$ cat src/rtl/pdm_cic_rx.sv
// rtl/pdm_cic_rx.sv - stereo PDM receiver with third-order CIC decimator
//
// Purpose: decodes a stereo PDM bitstream (left channel at ock rise, right at
// ock fall) into two 16-bit PCM streams, one sample pair per uck rise.
// Integrators run on synchronized ock edges; a small FSM runs the three comb
// stages serially, then saturates and left-justifies the result.
//
// Ports:
//   clk          system clock, all state on rising edge
//   rst          asynchronous active-high reset
//   sdi          PDM data (asynchronous, synchronized internally)
//   ock          oversample clock (asynchronous, sampled as data)
//   uck          output-rate clock (asynchronous, sampled as data)
//   enable       block enable; low clears filter state, dout holds
//   signed_data  1 = two's complement output, 0 = offset binary
//   dout_l       left PCM sample, 16 bits left-justified in 32
//   dout_r       right PCM sample, 16 bits left-justified in 32
//   valid        one-clk pulse when dout_l/dout_r update
//   ovf          one-clk pulse when a uck rise is dropped (comb busy)
module pdm_cic_rx #(
  parameter int ORDER = 3,
  parameter int DECIM = 32
) (
  input  logic        clk,
  input  logic        rst,
  input  logic        sdi,
  input  logic        ock,
  input  logic        uck,
  input  logic        enable,
  input  logic        signed_data,
  output logic [31:0] dout_l,
  output logic [31:0] dout_r,
  output logic        valid,
  output logic        ovf
);

  localparam int W = 2 + ORDER * $clog2(DECIM);

  localparam logic [2:0] ST_IDLE = 3'd0;
  localparam logic [2:0] ST_C1   = 3'd1;
  localparam logic [2:0] ST_C2   = 3'd2;
  localparam logic [2:0] ST_C3   = 3'd3;
  localparam logic [2:0] ST_OUT  = 3'd4;

  // synchronizers and edge-detect registers
  logic sdi_s1_q, sdi_s1_d, sdi_s2_q, sdi_s2_d;
  logic ock_s1_q, ock_s1_d, ock_s2_q, ock_s2_d, ock_p_q, ock_p_d;
  logic uck_s1_q, uck_s1_d, uck_s2_q, uck_s2_d, uck_p_q, uck_p_d;
  logic [1:0] arm_q, arm_d;

  // integrator chains
  logic [W-1:0] il1_q, il1_d, il2_q, il2_d, il3_q, il3_d;
  logic [W-1:0] ir1_q, ir1_d, ir2_q, ir2_d, ir3_q, ir3_d;

  // comb working value and delay registers
  logic [W-1:0] wl_q, wl_d, wr_q, wr_d;
  logic [W-1:0] cl1_q, cl1_d, cl2_q, cl2_d, cl3_q, cl3_d;
  logic [W-1:0] cr1_q, cr1_d, cr2_q, cr2_d, cr3_q, cr3_d;

  logic [2:0]  state_q, state_d;
  logic [31:0] dout_l_q, dout_l_d, dout_r_q, dout_r_d;
  logic        valid_q, valid_d, ovf_q, ovf_d;

  logic         armed, ock_rise, ock_fall, uck_rise;
  logic [W-1:0] x;

  // Saturate a W-bit comb result to 16 bits and left-justify; in offset
  // binary mode only the sign bit flips.
  function automatic logic [31:0] pack(input logic [W-1:0] v, input logic sd);
    logic [15:0] s;
    if (v[W-1:15] == {(W-15){v[W-1]}}) s = v[15:0];
    else                               s = v[W-1] ? 16'h8000 : 16'h7fff;
    return {s[15] ^ ~sd, s[14:0], 16'h0000};
  endfunction

  always_comb begin
    sdi_s1_d = sdi;
    sdi_s2_d = sdi_s1_q;
    ock_s1_d = ock;
    ock_s2_d = ock_s1_q;
    ock_p_d  = ock_s2_q;
    uck_s1_d = uck;
    uck_s2_d = uck_s1_q;
    uck_p_d  = uck_s2_q;
    // Edges are only trusted once the previous-level register holds a real
    // synchronized sample, so the level seen right after reset is no edge.
    arm_d    = (arm_q == 2'd3) ? arm_q : arm_q + 2'd1;
    armed    = (arm_q == 2'd3);

    ock_rise = armed &  ock_s2_q & ~ock_p_q;
    ock_fall = armed & ~ock_s2_q &  ock_p_q;
    uck_rise = armed &  uck_s2_q & ~uck_p_q;

    // sdi 1 -> +1, sdi 0 -> -1
    x = {{(W-1){~sdi_s2_q}}, 1'b1};

    il1_d = il1_q;  il2_d = il2_q;  il3_d = il3_q;
    ir1_d = ir1_q;  ir2_d = ir2_q;  ir3_d = ir3_q;
    wl_d  = wl_q;   wr_d  = wr_q;
    cl1_d = cl1_q;  cl2_d = cl2_q;  cl3_d = cl3_q;
    cr1_d = cr1_q;  cr2_d = cr2_q;  cr3_d = cr3_q;
    state_d  = state_q;
    dout_l_d = dout_l_q;
    dout_r_d = dout_r_q;
    valid_d  = enable && (state_q == ST_OUT);
    ovf_d    = enable && uck_rise && (state_q != ST_IDLE);

    // each stage consumes the value just produced by the stage before it
    if (ock_rise) begin
      il1_d = il1_q + x;
      il2_d = il2_q + il1_d;
      il3_d = il3_q + il2_d;
    end
    if (ock_fall) begin
      ir1_d = ir1_q + x;
      ir2_d = ir2_q + ir1_d;
      ir3_d = ir3_q + ir2_d;
    end

    case (state_q)
      ST_IDLE: begin
        if (uck_rise) begin
          // snapshot includes an integrator update landing in this cycle
          wl_d    = il3_d;
          wr_d    = ir3_d;
          state_d = ST_C1;
        end
      end
      ST_C1: begin
        wl_d    = wl_q - cl1_q;
        cl1_d   = wl_q;
        wr_d    = wr_q - cr1_q;
        cr1_d   = wr_q;
        state_d = ST_C2;
      end
      ST_C2: begin
        wl_d    = wl_q - cl2_q;
        cl2_d   = wl_q;
        wr_d    = wr_q - cr2_q;
        cr2_d   = wr_q;
        state_d = ST_C3;
      end
      ST_C3: begin
        wl_d    = wl_q - cl3_q;
        cl3_d   = wl_q;
        wr_d    = wr_q - cr3_q;
        cr3_d   = wr_q;
        state_d = ST_OUT;
      end
      ST_OUT: begin
        dout_l_d = pack(wl_q, signed_data);
        dout_r_d = pack(wr_q, signed_data);
        state_d  = ST_IDLE;
      end
      default: state_d = ST_IDLE;
    endcase

    if (!enable) begin
      il1_d = '0;  il2_d = '0;  il3_d = '0;
      ir1_d = '0;  ir2_d = '0;  ir3_d = '0;
      wl_d  = '0;  wr_d  = '0;
      cl1_d = '0;  cl2_d = '0;  cl3_d = '0;
      cr1_d = '0;  cr2_d = '0;  cr3_d = '0;
      state_d  = ST_IDLE;
      dout_l_d = dout_l_q;
      dout_r_d = dout_r_q;
    end
  end

  always_ff @(posedge clk or posedge rst) begin
    if (rst) begin
      sdi_s1_q <= 1'b0;  sdi_s2_q <= 1'b0;
      ock_s1_q <= 1'b0;  ock_s2_q <= 1'b0;  ock_p_q <= 1'b0;
      uck_s1_q <= 1'b0;  uck_s2_q <= 1'b0;  uck_p_q <= 1'b0;
      arm_q    <= '0;
      il1_q <= '0;  il2_q <= '0;  il3_q <= '0;
      ir1_q <= '0;  ir2_q <= '0;  ir3_q <= '0;
      wl_q  <= '0;  wr_q  <= '0;
      cl1_q <= '0;  cl2_q <= '0;  cl3_q <= '0;
      cr1_q <= '0;  cr2_q <= '0;  cr3_q <= '0;
      state_q  <= ST_IDLE;
      dout_l_q <= '0;
      dout_r_q <= '0;
      valid_q  <= 1'b0;
      ovf_q    <= 1'b0;
    end else begin
      sdi_s1_q <= sdi_s1_d;  sdi_s2_q <= sdi_s2_d;
      ock_s1_q <= ock_s1_d;  ock_s2_q <= ock_s2_d;  ock_p_q <= ock_p_d;
      uck_s1_q <= uck_s1_d;  uck_s2_q <= uck_s2_d;  uck_p_q <= uck_p_d;
      arm_q    <= arm_d;
      il1_q <= il1_d;  il2_q <= il2_d;  il3_q <= il3_d;
      ir1_q <= ir1_d;  ir2_q <= ir2_d;  ir3_q <= ir3_d;
      wl_q  <= wl_d;   wr_q  <= wr_d;
      cl1_q <= cl1_d;  cl2_q <= cl2_d;  cl3_q <= cl3_d;
      cr1_q <= cr1_d;  cr2_q <= cr2_d;  cr3_q <= cr3_d;
      state_q  <= state_d;
      dout_l_q <= dout_l_d;
      dout_r_q <= dout_r_d;
      valid_q  <= valid_d;
      ovf_q    <= ovf_d;
    end
  end

  assign dout_l = dout_l_q;
  assign dout_r = dout_r_q;
  assign valid  = valid_q;
  assign ovf    = ovf_q;

endmodule

$ cat config.mk
export PLATFORM = sky130hd
export DESIGN_NAME = pdm_cic_rx
export DESIGN_NICKNAME = d
export VERILOG_FILES = /design/src/rtl/pdm_cic_rx.sv
export SDC_FILE = /design/constraint.sdc
export NUM_CORES = 1
export LEC_CHECK = 0
export ABC_AREA = 1
export CORE_UTILIZATION = 52
export CTS_CLUSTER_DIAMETER = 30
export DETAILED_ROUTE_END_ITERATION = 16
export PLACE_DENSITY_LB_ADDON = 0.2
export SKIP_LAST_GASP = 1
export SYNTH_ARGS = -nofsm -noshare
export SYNTH_HDL_FRONTEND = slang
export SYNTH_SLANG_ARGS = --single-unit
$ cat constraint.sdc
create_clock -name clk -period 15.45 [get_ports clk]
set_input_delay 1.545 -clock clk [delete_from_list [all_inputs] [get_ports clk]]
set_output_delay 1.545 -clock clk [all_outputs]
set_load 0.1 [all_outputs]
# After elaboration in Yosys (flattened, before gate mapping)
# Index checks and enable logic that the tools add are counted.
# W data, S select, Z words.
# classes
addsub,13
mul,0
n_div,0
n_lt_le_gt_ge,0
n_eq_ne,14
n_shift,0
muxes,39
n_bitwise,13
n_reduce_logical,7
# op_table
operator,n
$mux W17,28
$pmux W17 S4,2
$add A17 B17 Y17,6
$sub A17 B17 Y17,6
$mux W16,6
$pmux W3 S4,1
$ne A2 B1 Y1 const B,5
$and A1 B1 Y1,6
$eq A3 B2 Y1 const B,2
$mux W3,2
$ne A5 B1 Y1 const B,1
$not A1 Y1,5
$reduce_and A2 Y1,2
$eq A3 B1 Y1 const B,1
$eq A3 B3 Y1 const B,1
$logic_and A1 B1 Y1,3
$logic_not A3 Y1,1
$ne A3 B3 Y1 const B,1
$reduce_bool A3 Y1,1
$add A2 B1 Y2 const B,1
$eq A1 B1 Y1,2
$eq A2 B2 Y1 const B,1
$xor A1 B1 Y1,2
# totals
regBits,285
latch_bits,0
mem_bits_rw,0
rom_bits,0
inputBits,7
out_inout_bits,66
elab_cells,114
mem_count,0

# Depth between registers and ports, before layout
# Gate-level depths: netlist (run 1).
# logic_depth
ltp_word,8
depth_mapped,32
mapped_depth_nobuf,32

# Worst setup path after synthesis (run 1)
# No wires, ideal clock.
# synth_timing
path_type,flip-flop to flip-flop
from,register sdi_s2_q
to,register wl_q[16]
setup_ns,0.116
t_arrival_ns,4.795
t_required_ns,15.334
slack_ns,10.539
path_stages_with_launch,32
n_path_buf,0
period_less_slack_ns,4.911
path_cell_list,dfrtp_1 inv_1 ha_1 nand2_1 nand2_1 a31oi_1 inv_1 a21o_1 a21oi_1 xnor2_1 ha_1 nand2_1 o21a_1 nand2_1 nand3_1 nand2_1 a21boi_2 o21ai_0 xor2_1 inv_1 ha_1 a21oi_1 o21bai_1 a21oi_1 o21ai_0 a21oi_1 nand3b_1 nand3_1 nand2_1 nand3_1 nand2_1 nand2_1
# synth_between
elab_chain_len,8
# synth_rtl
element,line_no,rtl
start: declaration,46,"logic sdi_s1_q, sdi_s1_d, sdi_s2_q, sdi_s2_d;"
start signal: assignment,187,sdi_s1_q <= sdi_s1_d; sdi_s2_q <= sdi_s2_d;
$not A1 Y1,95,"x = {{(W-1){~sdi_s2_q}}, 1'b1};"
$add A17 B17 Y17,110,il1_d = il1_q + x;
$add A17 B17 Y17,111,il2_d = il2_q + il1_d;
$add A17 B17 Y17,112,il3_d = il3_q + il2_d;
$mux W17,109,if (ock_rise) begin
$mux W17,122,if (uck_rise) begin
$pmux W17 S4,120,case (state_q)
$mux W17,158,if (!enable) begin
end signal: assignment,193,wl_q <= wl_d; wr_q <= wr_d;
end: declaration,56,"logic [W-1:0] wl_q, wl_d, wr_q, wr_d;"
# No other way between the ends. The select of a mux whose other input is x is not followed.
# A chain may end at the register's enable or synchronous reset.

# Worst setup path after layout (run 1)
# layout_timing
from,register sdi_s2_q
to,register wr_q[16]
# layout_between
elab_chain_len,8
# layout_rtl
element,line_no,rtl
$not A1 Y1,95,
$add A17 B17 Y17,115,ir1_d = ir1_q + x;
$add A17 B17 Y17,116,ir2_d = ir2_q + ir1_d;
$add A17 B17 Y17,117,ir3_d = ir3_q + ir2_d;
$mux W17,114,if (ock_fall) begin
$mux W17,122,
$pmux W17 S4,120,
$mux W17,158,
end signal: assignment,193,
end: declaration,56,
# No other way between the ends. The select of a mux whose other input is x is not followed.

==> results of run 1 <==
[area by class of cell]
cell class | count | area share
Multi-Input combinational cell | 1639 | 0.447
Sequential cell | 285 | 0.329
Clock buffer | 105 | 0.103
Inverter | 263 | 0.0458
Tap cell | 455 | 0.0262
Clock inverter | 37 | 0.0250
Timing Repair Buffer | 55 | 0.0235
[power breakdown]
group          switching, mW  internal, mW  leakage, nW
Sequential             0.120         0.891         3.78
Clock                  0.491          1.20         1.37
Combinational           1.32         0.606         6.00
Total                   1.93          2.69         11.2
[kinds of logic after synthesis]
group | share of synthesized area
flip-flops | 0.391
AND/OR/NAND/NOR | 0.204
buffers and inverters | 0.0849
XOR/XNOR | 0.0432
multiplexers | 0.0132
other | 0.000205
adder cells (fa/ha/maj) | 0.101
AO/OA/AOI/OAI | 0.162
[per-layer routing]
metal | up-vias | part of all wire | wire (um)
li1 | 7696 | - | -
met5 | - | 0 | 0
met4 | 0 | 0.027 | 1260
met2 | 430 | 0.45 | 21100
met1 | 7438 | 0.46 | 21800
met3 | 100 | 0.058 | 2700
[worst reg2reg max path, delay by kind of cell, from the launching register on]
kind	cells	cell delay (ns)
fa+ha+maj	3	1.04
compound gates	9	1.48
buf+inv	7	0.88
flops	1	0.41
simple gates	13	1.15
xor+xnor	1	0.22
[metrics by stage]
| stage | cells | util | hold slack [ns] | worst slack, ns |
|---|---|---|---|---|
| 3_3_place_gp | 2697 | 0.548 | 0.333 | 10.18 |
| 4_1_cts | 2839 | 0.628 | 0.341 | 10.16 |
| 3_5_place_dp | 2697 | 0.548 | 0.335 | 10.18 |
| 5_1_grt | 2839 | 0.628 | 0.344 | 9.64 |
| 6_report | 2839 | 0.628 | 0.349 | 10.18 |
| 2_1_floorplan | 2301 | - | 0.331 | 6.04 |
[worst min-delay path by stage]
stage                       startpoint                end  slack (ns)  depth (start not counted)
finish              ock_s1_q$_DFF_PP0_  ock_p_d$_DFF_PP0_        0.35                          0
CTS                 ock_s1_q$_DFF_PP0_  ock_p_d$_DFF_PP0_        0.34                          0
global route        ock_s1_q$_DFF_PP0_  ock_p_d$_DFF_PP0_        0.34                          0
detailed placement  ock_s1_q$_DFF_PP0_  ock_p_d$_DFF_PP0_        0.33                          0
floorplan           ock_s1_q$_DFF_PP0_  ock_p_d$_DFF_PP0_        0.33                          0
global placement    ock_s1_q$_DFF_PP0_  ock_p_d$_DFF_PP0_        0.33                          0
[state kept, by name (all words and copies together) (netlist names), 2 cells and up]
register,flops
cl1_q,17
il2_q,17
cr1_q,17
cl2_q,17
dout_l,16
ir3_q,17
il3_q,17
dout_r,16
state_q,3
ir1_q,17
il1_q,17
ir2_q,17
wr_q,17
cr3_q,17
wl_q,17
cl3_q,17
cr2_q,17
arm_q,2
[synth_stat cells (all sizes together)]
master	instances
a211oi	1
a21boi	6
a21o	5
a21oi	146
a221oi	5
a22o	19
a31o	3
a31oi	41
a32o	8
and2	1
and3	1
buf	52
clkbuf	62
clkinv	2
conb	1
dfrtp	285
fa	8
ha	135
inv	261
mux2	17
mux2i	5
nand2	519
nand3	181
nand3b	4
nand4	10
nor2	113
nor3	17
o2111ai	2
o211ai	5
o21a	4
o21ai	185
o21bai	14
o221ai	28
o22ai	8
o31ai	2
o32ai	4
or2	20
xnor2	30
xor2	60
==> results.sh, run 1 <==
export IMPL_ctsResizeCount=0
export IMPL_outcome="finished clean"
export IMPL_crit_buf_inv=7
export IMPL_skew_ns=0.0222
export IMPL_yosysTopAreaCell="dfrtp_1"
export IMPL_yosys_warnings=0
export IMPL_die_y_um=189
export IMPL_rr_startpoint="sdi_s2_q$_DFF_PP0_"
export IMPL_path_common_cell="nand2_1"
export IMPL_synth_cells=2270
export IMPL_synth_area_leaders="dfrtp_1 39%, nand2_1 10%, ha_1 9.3%"
export IMPL_viasPerCell=5.52
export IMPL_crit_start="sdi_s2_q$_DFF_PP0_"
export IMPL_synth_cell_types=56
export IMPL_place_area_um2=18900
export IMPL_drc=0
export IMPL_gr_total_overflow=0
export IMPL_cts_setup_buffers=0
export IMPL_power_density_nw_per_um2=213
export IMPL_drive_gt1_frac=0.109
export IMPL_fp_dieArea_um2=35900
export IMPL_peakVddDrop_mv=0.124
export IMPL_clk_pin_slew_ns=0.05
export IMPL_max_stage_delay_ns=0.41
export IMPL_timing_fmax_ghz=0.190
export IMPL_drt_iter0_markers=1006
export IMPL_htree_levels=3
export IMPL_layout_common_cells="507 x nand2_1, 285 x dfrtp_1, 248 x inv_1"
export IMPL_nFillCells=2977
export IMPL_worst_ep_arrival_time_ns=5.75
export IMPL_fp_row_count=68
export IMPL_grtUsageTotal=0.271
export IMPL_critPathMaxFanout=32
export IMPL_grt_pass1_wl_um=78300
export IMPL_cts_hold_buf=0
export IMPL_busiest_layer="met2"
export IMPL_cts_buffers=78
export IMPL_grt_use_met2=0.427
export IMPL_path_class="flip-flop to flip-flop"
export IMPL_slowest_stage="dfrtp_1"
export IMPL_ys_ff_latch=285
export IMPL_rsz0062_at_grt="false"
export IMPL_num_io_pins=73
export IMPL_total_power_mw=4.63
export IMPL_clock_tree_root_cell="clkbuf_16"
export IMPL_crit_path_end_kind="flip-flop"
export IMPL_syn_avg_cell_area_um2=8.04
export IMPL_dp_hpwl_um=31900
export IMPL_r2r_cells=33
export IMPL_min_path_type="flip-flop to flip-flop"
export IMPL_finalMaxSlewViolations=0
export IMPL_fin_crit_ns=5.27
export IMPL_tightest_slew_ns=1.19
export IMPL_reg2reg_slack_ns=10.18
export IMPL_r2r_end="wr_q[16]$_DFFE_PP0P_"
export IMPL_hold_viol_final=0
export IMPL_fin_setup_tns_ns=0
export IMPL_cp_depth=33
export IMPL_clk_latency_ns=0.59
export IMPL_layout_commonest_cell="nand2_1"
export IMPL_drt_wl_total_um=46900
export IMPL_grt_met1_usage=0.372
export IMPL_place_gp_congestion=0.911
export IMPL_cts_tree="done"
export IMPL_die_width_um=189
export IMPL_max_slew_margin_rel=0.202
export IMPL_firstDrtPassIters=5
export IMPL_grt_pass1_vias=15460
export IMPL_cp_top_family="compound AO/OA/AOI/OAI gates"
export IMPL_cap_violations=0
export IMPL_cp_endpoint="wr_q[16]$_DFFE_PP0P_"
export IMPL_clock_sinks=285
export IMPL_antenna_found_initial=0
export IMPL_multi_input_area_um2=9710
export IMPL_coreArea_um2=34500
export IMPL_cp_required_ns=15.93
export IMPL_nets=2472
export IMPL_io_buffers=40
export IMPL_area_growth_syn_to_layout_pct=18.9
export IMPL_start_kind="flip-flop"
export IMPL_ys_seq_area_frac=0.391
export IMPL_detail_route_wl_per_cell_um=16.5
export IMPL_ant_nets=0
export IMPL_synth_area_um2=18300
export IMPL_met3_usage=0.0502
export IMPL_start_util=0.529
export IMPL_period_share=0.341
export IMPL_via_count=15664
export IMPL_stdcell_area_um2=21700
export IMPL_finalSetupViolations=0
export IMPL_grt_max_degree=128
export IMPL_diodes=0
export IMPL_synth_top_area_frac=0.391
export IMPL_regArea_um2=7130
export IMPL_cts_buffer_depth=3
export IMPL_power_leakage_nw=11.2
Note: power is estimated with default switching activity, not from simulation.
==> inputs of run 2 (changes only) <==
==> constraint.sdc (replaced) <==
create_clock -name clk -period 4.7 [get_ports clk]
set_input_delay 0.47 -clock clk [delete_from_list [all_inputs] [get_ports clk]]
set_output_delay 0.47 -clock clk [all_outputs]
set_load 0.1 [all_outputs]
==> run 2 against run 1 <==
Against the previous run: non-clock buffer count grew 84; hold slack got worse by 0.027 ns; utilization increased by 3.6 points; largest cell class unchanged; largest power group unchanged; highest routed layer unchanged.
==> results.sh, run 2 (same netlist as run 1, synthesis figures left out) <==
export IMPL_outcome="finished clean"
export IMPL_fin_crit_ns=4.69
export IMPL_crit_buf_inv=5
export IMPL_die_width_um=189
export IMPL_worst_ep_arrival_time_ns=5.16
export IMPL_grtUsageTotal=0.269
export IMPL_power_leakage_nw=11.5
export IMPL_cap_violations=0
export IMPL_clk_pin_slew_ns=0.05
export IMPL_crit_path_end_kind="flip-flop"
export IMPL_dp_cells=2757
export IMPL_stdcell_area_um2=23000
export IMPL_multi_input_area_um2=10700
export IMPL_fin_setup_tns_ns=0
export IMPL_critPathMaxFanout=8
export IMPL_via_count=15997
export IMPL_area_growth_syn_to_layout_pct=25.7
export IMPL_internal_power_mw=8.65
export IMPL_clock_tree_root_cell="clkbuf_16"
export IMPL_cp_required_ns=5.16
export IMPL_drive_gt1_frac=0.195
export IMPL_fp_row_count=68
export IMPL_finalSetupViolations=0
export IMPL_grt_pass1_vias=15761
export IMPL_p_comb_frac=0.477
export IMPL_num_io_pins=73
export IMPL_path_class="flip-flop to flip-flop"
export IMPL_path_common_cell="nand2_2"
export IMPL_finalMaxSlewViolations=0
export IMPL_nFillCells=2856
export IMPL_drc=0
export IMPL_layout_commonest_cell="nand2_1"
export IMPL_place_gp_congestion=0.933
export IMPL_timing_fmax_ghz=0.213
export IMPL_max_stage_delay_ns=0.39
export IMPL_clock_sinks=285
export IMPL_die_y_um=189
export IMPL_cts_buffers=70
export IMPL_hold_viol_final=0
export IMPL_place_area_um2=19400
export IMPL_ant_nets=0
export IMPL_period_share=0.999
export IMPL_peakVddDrop_mv=0.387
export IMPL_min_path_type="input pin to flip-flop"
export IMPL_fp_dieArea_um2=35900
export IMPL_nets=2548
export IMPL_cts_buffer_depth=3
export IMPL_grt_pass1_wl_um=78100
export IMPL_start_util=0.529
export IMPL_coreArea_um2=34500
export IMPL_p_sw_mw=6.72
export IMPL_dp_hpwl_um=32700
export IMPL_tightest_slew_ns=1.01
export IMPL_power_density_nw_per_um2=670
export IMPL_regArea_um2=7130
export IMPL_cts_tree="done"
export IMPL_start_kind="flip-flop"
export IMPL_drt_wl_total_um=48400
export IMPL_gr_total_overflow=0
export IMPL_io_buffers=40
export IMPL_grt_max_degree=96
export IMPL_seq_power_share=0.217
export IMPL_clk_latency_ns=0.59
export IMPL_cp_top_family="simple AND/OR/NAND/NOR gates"
export IMPL_finalCoreUtilization=0.665
export IMPL_stdcell_count=2907
export IMPL_viasPerCell=5.50
export IMPL_cts_hold_buf=0
export IMPL_skew_ns=0.0218
export IMPL_firstDrtPassIters=5
export IMPL_clkPwrFrac=0.306
export IMPL_diodes=0
export IMPL_switching_share=0.437
export IMPL_total_power_mw=15.4
export IMPL_layout_common_cells="490 x nand2_1, 285 x dfrtp_1, 235 x inv_1"
export IMPL_slowest_stage="dfrtp_1"
export IMPL_detail_route_wl_per_cell_um=16.7
export IMPL_max_slew_margin_rel=0.322
export IMPL_rsz0062_at_grt="true"
export IMPL_antenna_found_initial=0
export IMPL_drt_iter0_markers=948
export IMPL_htree_levels=3
## run 2: metrics by stage
step	setup WS, ns	hold WS (ns)
2_1_floorplan	-0.0528	0.331
3_3_place_gp	-0.119	0.335
3_5_place_dp	-0.219	0.336
4_1_cts	0.00438	0.303
5_1_grt	-0.385	0.321
6_report	0.00511	0.322
## run 2: layer usage
metal	track usage	routed length (um)	vias to the layer above
met5	0	0	-
met4	0.0779	1070	0
met3	0.0512	2220	80
met2	0.441	22700	343
met1	0.361	22400	7743
li1	-	-	7831
## run 2: area by class of cell
type                       count  area share
multi-input combinational   1639       0.466
sequential                   285       0.311
clock buffer                  91      0.0850
timing repair buffer         139      0.0519
inverter                     263      0.0436
tap                          455      0.0248
clock inverter                35      0.0183
## run 2: path summary, 6_finish.rpt
| path | startpoint | to | slack [ns] | cells after the start |
|---|---|---|---|---|
| setup / recovery | sdi_s2_q$_DFF_PP0_ | wl_q[16]$_DFFE_PP0P_ | 0.005 | 31 |
| hold / removal | uck | uck_s1_q$_DFF_PP0_ | 0.32 | 1 |
| setup reg to reg | sdi_s2_q$_DFF_PP0_ | wl_q[16]$_DFFE_PP0P_ | 0.005 | 31 |
| hold reg to reg | ock_s1_q$_DFF_PP0_ | ock_p_d$_DFF_PP0_ | 0.34 | 0 |
| max in group asynchronous | rst | ir2_q[13]$_DFFE_PP0P_ | 3.39 | 3 |
| min in group asynchronous | rst | cl1_q[12]$_DFFE_PP0P_ | 0.46 | 3 |
## run 2: power by group through the flow
stage	Combinational, mW	Sequential [mW]	Clock [mW]
2_1_floorplan	4.01	4.17	0
6_report	7.33	3.34	4.70
5_1_grt	8.05	3.40	4.90
4_1_cts	6.71	3.32	4.77
3_5_place_dp	6.53	3.34	0
3_3_place_gp	6.44	3.34	0
## run 2: worst reg2reg max path: cells and delay by family, from the launching register on
kind | cells | cell delay (ns)
fa+ha+maj | 3 | 0.93
buf+inv | 5 | 0.60
flops | 1 | 0.39
xor+xnor | 2 | 0.29
compound gates | 7 | 0.94
simple gates | 14 | 1.43
## run 2: timing repair
action,4_1_cts,5_1_grt
endpoints found under the setup margin,7,29
setup buffers,7,18
pin swaps,17,70
gates resized for setup,31,154
hold endpoints to repair,0,0
